<file path="src/rtl/reg_transfer_file.sv">
// Register file of NUM_REGS words sharing one internal transfer bus.
// A small command FSM sequences LOAD, MOVE, SWAP and CLEAR behind a valid/ready handshake.
module reg_transfer_file #(
  parameter int WORD_LENGTH = 8,
  parameter int NUM_REGS    = 4,
  localparam int ADDR_W     = (NUM_REGS > 2) ? $clog2(NUM_REGS) : 1
) (
  input  logic                   clk,
  input  logic                   rst,
  input  logic                   cmd_valid,
  output logic                   cmd_ready,
  input  logic [1:0]             cmd_op,
  input  logic [ADDR_W-1:0]      cmd_src,
  input  logic [ADDR_W-1:0]      cmd_dst,
  input  logic [WORD_LENGTH-1:0] cmd_data,
  output logic                   done,
  output logic                   err,
  output logic [WORD_LENGTH-1:0] bus_out,
  output logic                   bus_valid,
  input  logic [ADDR_W-1:0]      rd_addr,
  output logic [WORD_LENGTH-1:0] rd_data
);

  typedef enum logic [2:0] {IDLE, EXEC, SWAP1, SWAP2, SWAP3} state_t;

  localparam logic [1:0] OP_LOAD  = 2'd0;
  localparam logic [1:0] OP_MOVE  = 2'd1;
  localparam logic [1:0] OP_SWAP  = 2'd2;
  localparam logic [1:0] OP_CLEAR = 2'd3;

  state_t                   state, state_nxt;
  logic [1:0]               op_q;
  logic [ADDR_W-1:0]        src_q, dst_q;
  logic [WORD_LENGTH-1:0]   data_q, tmp;
  logic [WORD_LENGTH-1:0]   regs [NUM_REGS];
  logic                     accept, illegal, we, bus_from_tmp;
  logic [ADDR_W-1:0]        waddr, bus_addr;
  logic [WORD_LENGTH-1:0]   bus_raw, wdata;

  function automatic logic in_range(input logic [ADDR_W-1:0] a);
    return 32'(a) < NUM_REGS;
  endfunction

  assign cmd_ready = (state == IDLE);
  assign accept    = cmd_valid && cmd_ready;
  assign illegal   = !in_range(dst_q) ||
                     (((op_q == OP_MOVE) || (op_q == OP_SWAP)) && !in_range(src_q));

  always_ff @(posedge clk or negedge rst) begin
    if (!rst) state <= IDLE;
    else      state <= state_nxt;
  end

  // Illegal commands still walk their states but never drive the bus or write.
  always_comb begin
    state_nxt    = state;
    bus_valid    = 1'b0;
    bus_addr     = src_q;
    bus_from_tmp = 1'b0;
    we           = 1'b0;
    waddr        = dst_q;
    case (state)
      IDLE: if (accept) state_nxt = (cmd_op == OP_SWAP) ? SWAP1 : EXEC;
      EXEC: begin
        state_nxt = IDLE;
        we        = !illegal;
        bus_valid = (op_q == OP_MOVE) && !illegal;
      end
      SWAP1: begin
        state_nxt = SWAP2;
        bus_valid = !illegal;
      end
      SWAP2: begin
        state_nxt = SWAP3;
        bus_valid = !illegal;
        bus_addr  = dst_q;
        we        = !illegal;
        waddr     = src_q;
      end
      SWAP3: begin
        state_nxt    = IDLE;
        bus_valid    = !illegal;
        bus_from_tmp = 1'b1;
        we           = !illegal;
      end
      default: state_nxt = IDLE;
    endcase
  end

  always_comb begin
    bus_raw = '0;
    for (int i = 0; i < NUM_REGS; i++)
      if (bus_addr == ADDR_W'(i)) bus_raw = regs[i];
  end

  assign bus_out = bus_valid ? (bus_from_tmp ? tmp : bus_raw) : '0;
  assign wdata   = (state == EXEC && op_q == OP_LOAD)  ? data_q :
                   (state == EXEC && op_q == OP_CLEAR) ? '0     : bus_out;

  // Command fields are captured once at acceptance and held for the whole op.
  always_ff @(posedge clk) begin
    if (accept) begin
      op_q   <= cmd_op;
      src_q  <= cmd_src;
      dst_q  <= cmd_dst;
      data_q <= cmd_data;
    end
  end

  always_ff @(posedge clk or negedge rst) begin
    if (!rst) begin
      for (int i = 0; i < NUM_REGS; i++) regs[i] <= '0;
      tmp <= '0;
    end else begin
      if (we)
        for (int i = 0; i < NUM_REGS; i++)
          if (waddr == ADDR_W'(i)) regs[i] <= wdata;
      if (state == SWAP1 && bus_valid) tmp <= bus_out;
    end
  end

  always_ff @(posedge clk or negedge rst) begin
    if (!rst) begin
      done <= 1'b0;
      err  <= 1'b0;
    end else begin
      done <= (state == EXEC) || (state == SWAP3);
      err  <= ((state == EXEC) || (state == SWAP3)) && illegal;
    end
  end

  always_comb begin
    rd_data = '0;
    for (int i = 0; i < NUM_REGS; i++)
      if (rd_addr == ADDR_W'(i)) rd_data = regs[i];
  end

endmodule

</file>
<file path="config.mk">
export PLATFORM = sky130hd
export DESIGN_NAME = reg_transfer_file
export DESIGN_NICKNAME = d
export VERILOG_FILES = /design/src/rtl/reg_transfer_file.sv
export SDC_FILE = /design/constraint.sdc
export NUM_CORES = 1
export LEC_CHECK = 0
export ABC_AREA = 1
export ABC_CLOCK_PERIOD_IN_PS = 5600
export BUFFER_PORTS_ARGS = -buffer_cell sky130_fd_sc_hd__buf_2
export CAP_MARGIN = 10
export CORE_ASPECT_RATIO = 1.4
export CORE_MARGIN = 1
export CORE_UTILIZATION = 47
export CTS_CLUSTER_DIAMETER = 150
export DETAILED_ROUTE_END_ITERATION = 16
export PLACE_DENSITY_LB_ADDON = 0.3
export SETUP_SLACK_MARGIN = 0.4
export SLEW_MARGIN = 40
export SYNTH_ARGS = -nofsm -noshare
export SYNTH_HDL_FRONTEND = slang
export SYNTH_SLANG_ARGS = --single-unit
</file>
<file path="constraint.sdc">
create_clock -name clk -period 5.6 [get_ports clk]
set_input_delay 0.28 -clock clk [delete_from_list [all_inputs] [get_ports clk]]
set_output_delay 0.28 -clock clk [all_outputs]
set_load 0.03 [all_outputs]
</file>
# Word level (Yosys, flattened, before mapping)
# Cells that the tools add are included.
dict set report classes {
  eq_ne 17
  mux 20
  n_reduce_logical 16
}
# cell count
set ops {}
lappend ops {{2-to-1 mux 8 bit} 12}
lappend ops {{equality test 2 bit, second input constant} 8}
lappend ops {{one-hot mux 3 bit (3 select lines)} 1}
lappend ops {{equality test 2 x 1 -> 1 bit, second input constant} 4}
lappend ops {{logical NOT 2 bit} 4}
lappend ops {{AND reduction 2 bit} 4}
lappend ops {{equality test 3 x 2 -> 1 bit, second input constant} 2}
lappend ops {{2-to-1 mux 2 bit} 3}
lappend ops {{OR reduction 3 bit} 2}
lappend ops {{logical AND 1 bit} 4}
lappend ops {{equality test 3 x 1 -> 1 bit, second input constant} 1}
lappend ops {{equality test 3 bit, second input constant} 1}
lappend ops {{logical NOT 3 bit} 1}
lappend ops {{2-to-1 mux 3 bit} 1}
lappend ops {{2-to-1 mux 1 bit} 2}
lappend ops {{!= test 2 x 1 -> 1 bit, second input constant} 1}
lappend ops {{one-hot mux 1 bit (2 select lines)} 1}
lappend ops {{logical OR 1 bit} 1}
dict set report totals {
  register_bits 58
  inputBits 19
  wordCells 64
}

# Depth between registers and ports, before layout
# Gate-level depths: netlist of the first run.
dict set report depth {
  word_depth 11
  depth_mapped 14
  depth_no_buf 12
}

# Worst setup path after synthesis of the first run
# OpenSTA, ideal clock, no wires.
dict set report synth_path {
  path_kind {flip-flop to flip-flop}
  from {reg state[2]}
  to {reg data_q[0] (enable)}
  arrival_ps 1707
  required_ps 5197
  slack_ps 3490
  stages_incl_launch_ff 4
  path_buffers 0
  period_less_slack_ps 2110
  path_cell_list {dfrtp_1 > nor2_1 > inv_1 > nor3_1}
}
dict set report synth_between {
  elab_chain_len 2
}
# element line_no
set synth_rtl {}
lappend synth_rtl {{start: declaration} 31} ;# state_t state, state_nxt;
lappend synth_rtl {{start signal: assignment} 51} ;# else state <= state_nxt;
lappend synth_rtl {{logical NOT 3 bit} 44} ;# assign cmd_ready = (state == IDLE);
lappend synth_rtl {{logical AND 1 bit} 45} ;# assign accept = cmd_valid && cmd_ready;
lappend synth_rtl {{via accept} 36} ;# logic accept, illegal, we, bus_from_tmp;
lappend synth_rtl {{end signal: assignment} 106} ;# data_q <= cmd_data;
lappend synth_rtl {{end: declaration} 34} ;# logic [WORD_LENGTH-1:0] data_q, tmp;
# The timed path passes the listed nets, and every way through them passes these cells.
# A chain may end at the register's enable or synchronous reset.

# Worst setup path after layout of the first run
dict set report layout_path {
  from {reg state[1]}
  to {out bus_out[7]}
}
dict set report layout_between {
  elab_chain_len 9
  elab_cells_between_ends 18
  cone_classes {eq/ne (7); mux (9); reduce/logical (2)}
}
# element line_no
set layout_rtl {}
lappend layout_rtl {{equality test 3 x 2 -> 1 bit} 62} ;# case (state)
lappend layout_rtl {{2-to-1 mux 2 bit} 62}
lappend layout_rtl {{logical NOT 2 bit} 93} ;# if (bus_addr == ADDR_W'(i)) bus_raw = regs[i];
lappend layout_rtl {{2-to-1 mux 8 bit (4 in series)} 93}
lappend layout_rtl {{2-to-1 mux 8 bit} 96} ;# assign bus_out = bus_valid ? (bus_from_tmp ? tmp : bus_raw) : '0;
lappend layout_rtl {{2-to-1 mux 8 bit (*)} 96}
lappend layout_rtl {{end: declaration} 18} ;# output logic [WORD_LENGTH-1:0] bus_out,
# Mark *: on every way between the ends. The rest lies on a longest branch, timed or not.

==> metrics.yaml, run 1 <==
yosys:
  synth.net_count: 421
  ys_seq_elements: 58
  yosys-top-cells-count: "nand2_1, inv_1, dfrtp_1, nor2_1, o21ai_0"
  synthArstFlopShare_pct: 75.9
  synth_flop_cell: "dfrtp_1"
  yosysWarnings: 0
  synth_area_um2: 3050
  netlist.area_leader.share_pct: 36.1
  synth_cells: 402
  ys_top_cells_by_area: "dfrtp_1, nand2_1, edfxtp_1"
  synthDistinctLibCells: 31
  synth_top_area_cell: "dfrtp_1"
  synth-edff-count: 14
  yosysMostFrequentCell: "nand2_1"
  avgSynthCellArea_um2: 7.60
  ys_seq_area_share_pct: 49.8
detailed_routing:
  wl_per_cell_um: 14.1
  post-route-drc-count: 0
  drt_iter0_markers: 269
  via_count: 2702
  drt_first_pass_iters: 5
  via_per_inst: 5.21
  antenna_left: 0
  wl_um: 7330
pwr:
  power_density_nw_per_um2: 465
  ir_drop_uv: 245
  p_leak_nw: 1.90
worst_setup_path:
  timing.critical_path.to: "bus_out[7]"
  crit_chain: "nand2_1 -> nor2_4 -> nand2_1 -> nand2_1 -> nand3_1 -> nand2_1 -> nand2_1 -> nand2_1 -> nand2_1 -> inv_1 -> buf_2"
  reg2reg_depth: 8
  worst_path_most_repeated_cell: "nand2_1"
  reg2reg_from: "state[1]"
  r2r-end: "regs[4]"
  worst_setup_path_end_kind: "output pin"
  worstPathRequired_ps: 5320
  path_max_fanout: 13
  crit_slowest_cell: "dfrtp_1"
  start_kind: "flop"
  critical_path_class: "flop to output pin"
  rrSetupSlack_ps: 3240
  cp.arrival_ps: 2490
  critPathMaxStageDelay_ps: 580
  cp-startpoint: "state[1]"
global_route:
  grt_max_degree: 45
  grt_pass1_wl_um: 12500
  use_met3_pct: 7.05
  grtUsageTotal_pct: 23.9
  grt_overflow_total: 0
  busiest_layer: "met2"
  met2_usage_pct: 38.7
  grt_pass1_vias: 2637
  grt_use_met1_pct: 28.8
  antenna_found_initial: 0
sta:
  setup_viol: 0
  min_period_ps: 2770
  relSlewSlack_pct: 53.7
  report.final.slew_viol_count: 0
  fin_hold_ws_ps: 113
  fin_setup_tns_ps: 0
  rsz0062_at_grt: "no"
  fmax_mhz: 361
  finalCritPeriodShare_pct: 49.4
  finalClockSkew_ps: 6.85
  hold_viol_final: 0
  worstMarginPinSlew_ps: 692
die:
  coreArea_um2: 6250
  die_y_um: 97.4
  fp.dieW_um: 70.1
  rows: 34
  io_pins: 39
  initial_utilization_pct: 48.8
  dieArea_um2: 6830
clocking:
  htree_num_levels: 3
  post_cts_resized: 0
  clock_path_buffers: 2
  path_clk_slew_ps: 60
  cts_made_buffers: 9
  post_cts_buffers: 0
  postCtsHoldBufs: 1
  clk_latency_ps: 340
  cts.sinks: 58
  clock-root-buffer: "clkbuf_8"
  cts_tree: "done"
final_layout:
  area_growth_pct: 14.3
  layout.nets: 461
  drive_gt1_share_pct: 17.2
  diodes: 0
flow_run:
  max-cap-violations: 0
placement:
  dpl.hpwl_um: 5320
  place_congestion: 0.844
  portBuffers: 37
worst_hold_path:
  holdCritStartpoint: "cmd_data[5]"
  hp-class: "input port to flop"
status:
  status: "finished clean"
==> layout by cell type (no fill, tap or decap), types with 8 or more instances in the layout <==
master    synthesis  layout
clkbuf_8          0      10
inv_1            46      46
nand2_1         168     168
nand3_1          20      20
edfxtp_1         14      14
dfrtp_1          44      44
buf_2             4      36
nor2_1           25      25
inv_2             8       8
o21ai_0          22      22
==> state kept, by name, indices dropped and copies added, names as in the netlist <==
register,count
regs,32
dst_q,2
op_q,2
src_q,2
data_q,8
tmp,8
state,3
done,1
==> how the worst min path moves through the flow <==
| stage | end | slack, ps | cells past startpoint |
|---|---|---|---|
| floorplan | done | -20 | 0 |
| global placement | data_q[6] | 460 | 1 |
| detailed placement | regs[24] | 330 | 1 |
| CTS | data_q[4] | 100 | 1 |
| global route | data_q[4] | 90 | 1 |
| finish | data_q[5] | 110 | 1 |
==> worst max-delay path, delay by kind of cell (launching register included) <==
family | cells | cell delay [ps]
and+or+nand+nor | 9 | 1330
DFF | 1 | 580
buffers and inverters | 2 | 250
==> cells by family after synthesis <==
| family | after synthesis | synth area share (%) |
|---|---|---|
| flops | 58 | 49.8 |
| other cells | 1 | 0.123 |
| simple gates | 236 | 33.3 |
| compound gates | 44 | 8.44 |
| buf+inv | 63 | 8.28 |
==> cell type report <==
cell class	count	area, um2
Tap cell	72	90.1
Sequential cell	58	1520
Clock inverter	3	38.8
Clock buffer	13	149
Fill cell	595	2760
Multi-Input combinational cell	281	1290
Inverter	54	203
Timing Repair Buffer	38	198
==> layer usage <==
metal / up-vias / part of all wire [%]
li1: 1343 / -
met1: 1241 / 42
met2: 96 / 50
met3: 22 / 5.2
met4: 0 / 3.0
met5: - / 0
==> per-stage QoR <==
stage | worst slack, ps | cells | power (W) | cell area, um2 | utilization [%]
after global placement | 3280 | 502 | 0.00124 | 3280 | 52.5
after floorplan | 3490 | 402 | 0.00108 | 3050 | -
after detailed placement | 3220 | 502 | 0.00125 | 3290 | 52.7
after CTS | 2840 | 519 | 0.00163 | 3490 | 55.8
after global routing | 2590 | 519 | 0.00173 | 3490 | 55.8
final | 2830 | 519 | 0.00162 | 3490 | 55.8
==> where the power goes <==
part | switching [W] | total [W] | internal (W) | leakage [nW]
Combinational | 0.000421 | 0.000593 | 0.000172 | 1.07
Sequential | 0.0000945 | 0.000661 | 0.000566 | 0.737
Clock | 0.000155 | 0.000371 | 0.000216 | 0.0951
(Power assumes the default switching activity.)
==> run 2, diff against run 1 <==
- ABC_AREA: 1 -> 0
- ABC_CLOCK_PERIOD_IN_PS: 5600 -> 2500
- clock period: 5.6 -> 2.5 ns (I/O delays scaled with it)
==> run 2 against run 1 <==
Compared with the run above: combinational power increased to 4.3 times the previous value; wire length increased by 11%; clock power increased by 110%; clock-buffer cell count unchanged; utilization increased by 8.4 points; sequential cell count unchanged; critical path depth decreased by 4; cell count decreased by 20%; clock skew increased by 4.8 ps; die area increased by 0.48%; largest power group is now combinational logic.
==> metrics.yaml, run 2 <==
status:
  status: "finished clean"
global_route:
  grt_overflow_total: 0  # unchanged
  grt_max_degree: 45  # unchanged
  grt_pass1_wl_um: 12900  # +3.0%
  grt_pass1_vias: 2644  # +0.27%
  grtUsageTotal_pct: 25.4  # +1.5 points
  antenna_found_initial: 0  # unchanged
sta:
  worst_slack_ps: 300  # -2530 ps
  hold_viol_final: 0  # unchanged
  finalCritPeriodShare_pct: 88.0
  relSlewSlack_pct: 61.9  # +8.3 points
  finalClockSkew_ps: 11.6  # +4.77 ps
  setup_viol: 0  # unchanged
  report.final.slew_viol_count: 0  # unchanged
  fmax_mhz: 455
  worstMarginPinSlew_ps: 571  # -122 ps
  rsz0062_at_grt: "yes"
  fin_setup_tns_ps: 0  # unchanged
  min_period_ps: 2200
final_layout:
  top_register: "regs"
  nFillCells: 512  # -14%
  drive_gt1_share_pct: 37.1  # +20 points
  final_cell_mix: "mux2i_1, dfrtp_1, buf_4"
  area_growth_pct: 30.9
  largest_reg_flops: 32  # unchanged
  diodes: 0  # unchanged
  final_common_cell: "mux2i_1"
  top_regs: "regs (32), data_q (8), tmp (8)"
  fin_cells: 414  # -20%
  layout.nets: 356  # -23%
clocking:
  cts_made_buffers: 9  # unchanged
  clock_path_buffers: 2  # unchanged
  htree_num_levels: 3  # unchanged
  path_clk_slew_ps: 60  # about the same
  cts_tree: "done"
  clk_latency_ps: 340  # about the same
  cts.sinks: 58  # unchanged
  clock-root-buffer: "clkbuf_8"
pwr:
  ir_drop_uv: 593  # +140%
  p_leak_nw: 1.83  # -3.8%
  power_density_nw_per_um2: 1250  # +170%
detailed_routing:
  post-route-drc-count: 0  # unchanged
  antenna_left: 0  # unchanged
  wl_um: 8110  # +11%
  via_per_inst: 5.93  # +14%
  via_count: 2455  # -9.1%
  drt_first_pass_iters: 4  # -1
  drt_iter0_markers: 194  # -28%
  wl_per_cell_um: 19.6  # +39%
yosys:
  synth_area_um2: 3070  # +0.49%
  netlist.area_leader.share_pct: 35.9  # -0.18 points
  ys_top_cells_by_area: "dfrtp_1, mux2i_1, edfxtp_1"
  avgSynthCellArea_um2: 12.2  # +61%
  synthArstFlopShare_pct: 75.9  # unchanged
  yosysMostFrequentCell: "dfrtp_1"
  yosysWarnings: 0  # unchanged
  synth_flop_cell: "dfrtp_1"
  ys_seq_elements: 58  # unchanged
  synthDistinctLibCells: 37  # +19%
  synth_top_area_cell: "dfrtp_1"
  synth-edff-count: 14  # unchanged
  synth_cells: 251  # -38%
  ys_seq_area_share_pct: 49.6  # -0.24 points
  yosys-top-cells-count: "dfrtp_1, mux2i_1, o31ai_1, nor2_1, edfxtp_1"
  synth.net_count: 270  # -36%
flow_run:
  max-cap-violations: 0  # unchanged
worst_setup_path:
  rrSetupSlack_ps: 480  # -2760 ps
  worst_setup_path_end_kind: "output pin"
  reg2reg_from: "state[2]"
  worstPathRequired_ps: 2380  # -2940 ps
  crit_slowest_cell: "dfrtp_2"
  cp-startpoint: "state[1]"
  path_max_fanout: 8  # -5
  path_delay_family: "flip-flops"
  start_kind: "flop"
  crit_chain: "nand3b_4 -> mux2i_4 -> buf_8 -> mux2i_1 -> o211a_1 -> nor3b_2 -> buf_4"
  critical_path_class: "flop to output pin"
  crit_buf_inv: 2  # unchanged
  critPathMaxStageDelay_ps: 440  # -140 ps
  cp.arrival_ps: 2070  # -420 ps
die:
  die_y_um: 97.6  # +0.24%
  coreArea_um2: 6250  # unchanged
  rows: 34  # unchanged
  initial_utilization_pct: 49.1  # +0.24 points
  fp.dieW_um: 70.3  # +0.24%
  dieArea_um2: 6860  # +0.48%
  io_pins: 39  # unchanged
worst_hold_path:
  hp-class: "input port to flop"
  holdCritStartpoint: "cmd_valid"
placement:
  dpl.hpwl_um: 5260  # -1.1%
  dp.cells: 365  # -27%
  portBuffers: 37  # unchanged
  pre_cts_slack_ps: 304  # -2920 ps
  place_congestion: 0.836  # -0.92%
-- run 2: metrics by stage --
| stage | power, W | hold slack [ps] | cell area (um2) | util [%] |
|---|---|---|---|---|
| 2_1_floorplan | 0.00320 | -171 | 3110 | - |
| 3_3_place_gp | 0.00381 | 301 | 3460 | 55.3 |
| 3_5_place_dp | 0.00387 | 161 | 3460 | 55.3 |
| 4_1_cts | 0.00495 | 88.3 | 3970 | 63.4 |
| 5_1_grt | 0.00531 | 113 | 4020 | 64.2 |
| 6_report | 0.00504 | 108 | 4020 | 64.2 |
-- run 2: worst min-delay path, stage by stage --
cell and delay (ps):
buf_2 110, a21oi_1 110, nor3_1 50
-- run 2: final cells by class --
class	instances	area, um2	area share, %
repair buffers	88	656	16.3
clock inverters	3	15.0	0.374
well taps	72	90.1	2.24
flip-flops and latches	58	1530	38.0
clock buffers	13	159	3.96
multi-input cells	177	1560	38.8
inverters	3	11.3	0.280
-- run 2: path summary, 6_finish.rpt --
path,endpoint,depth (start not counted)
worst min-delay path,state[0],3
worst max-delay path,bus_out[4],7
worst min register to register,regs[18],2
worst max register to register,regs[2],9
max in group asynchronous,state[0],2
min in group asynchronous,regs[14],2
-- run 2: power by group --
group          internal (W)  total (W)  leakage, nW  switching (W)
registers           0.00140    0.00173        0.715       0.000324
logic               0.00117    0.00254         1.02        0.00137
clock network      0.000409   0.000769       0.0932       0.000360
total               0.00298    0.00504         1.83        0.00205
-- run 2: logic make-up after synthesis --
| group | share of synthesized area (%) |
|---|---|
| simple gates | 11.2 |
| compound gates | 15.4 |
| mux | 21.0 |
| flops | 49.6 |
| other cells | 0.122 |
| buf+inv | 2.69 |
-- run 2: routing by layer --
layer,vias to the layer above,share of wire (%),global-route usage [%]
met5,-,0,0
met4,0,3.3,16.0
met3,22,5.6,5.71
met2,90,52,41.8
met1,1208,39,29.5
li1,1135,-,-
-- run 2: repair_timing --
item	in CTS	in global routing
buffers inserted	15	3
hold buffers	15	0
gates resized for setup	21	7
hold endpoints to repair	58	0
endpoints found under the setup margin	20	23
pin swaps	9	13
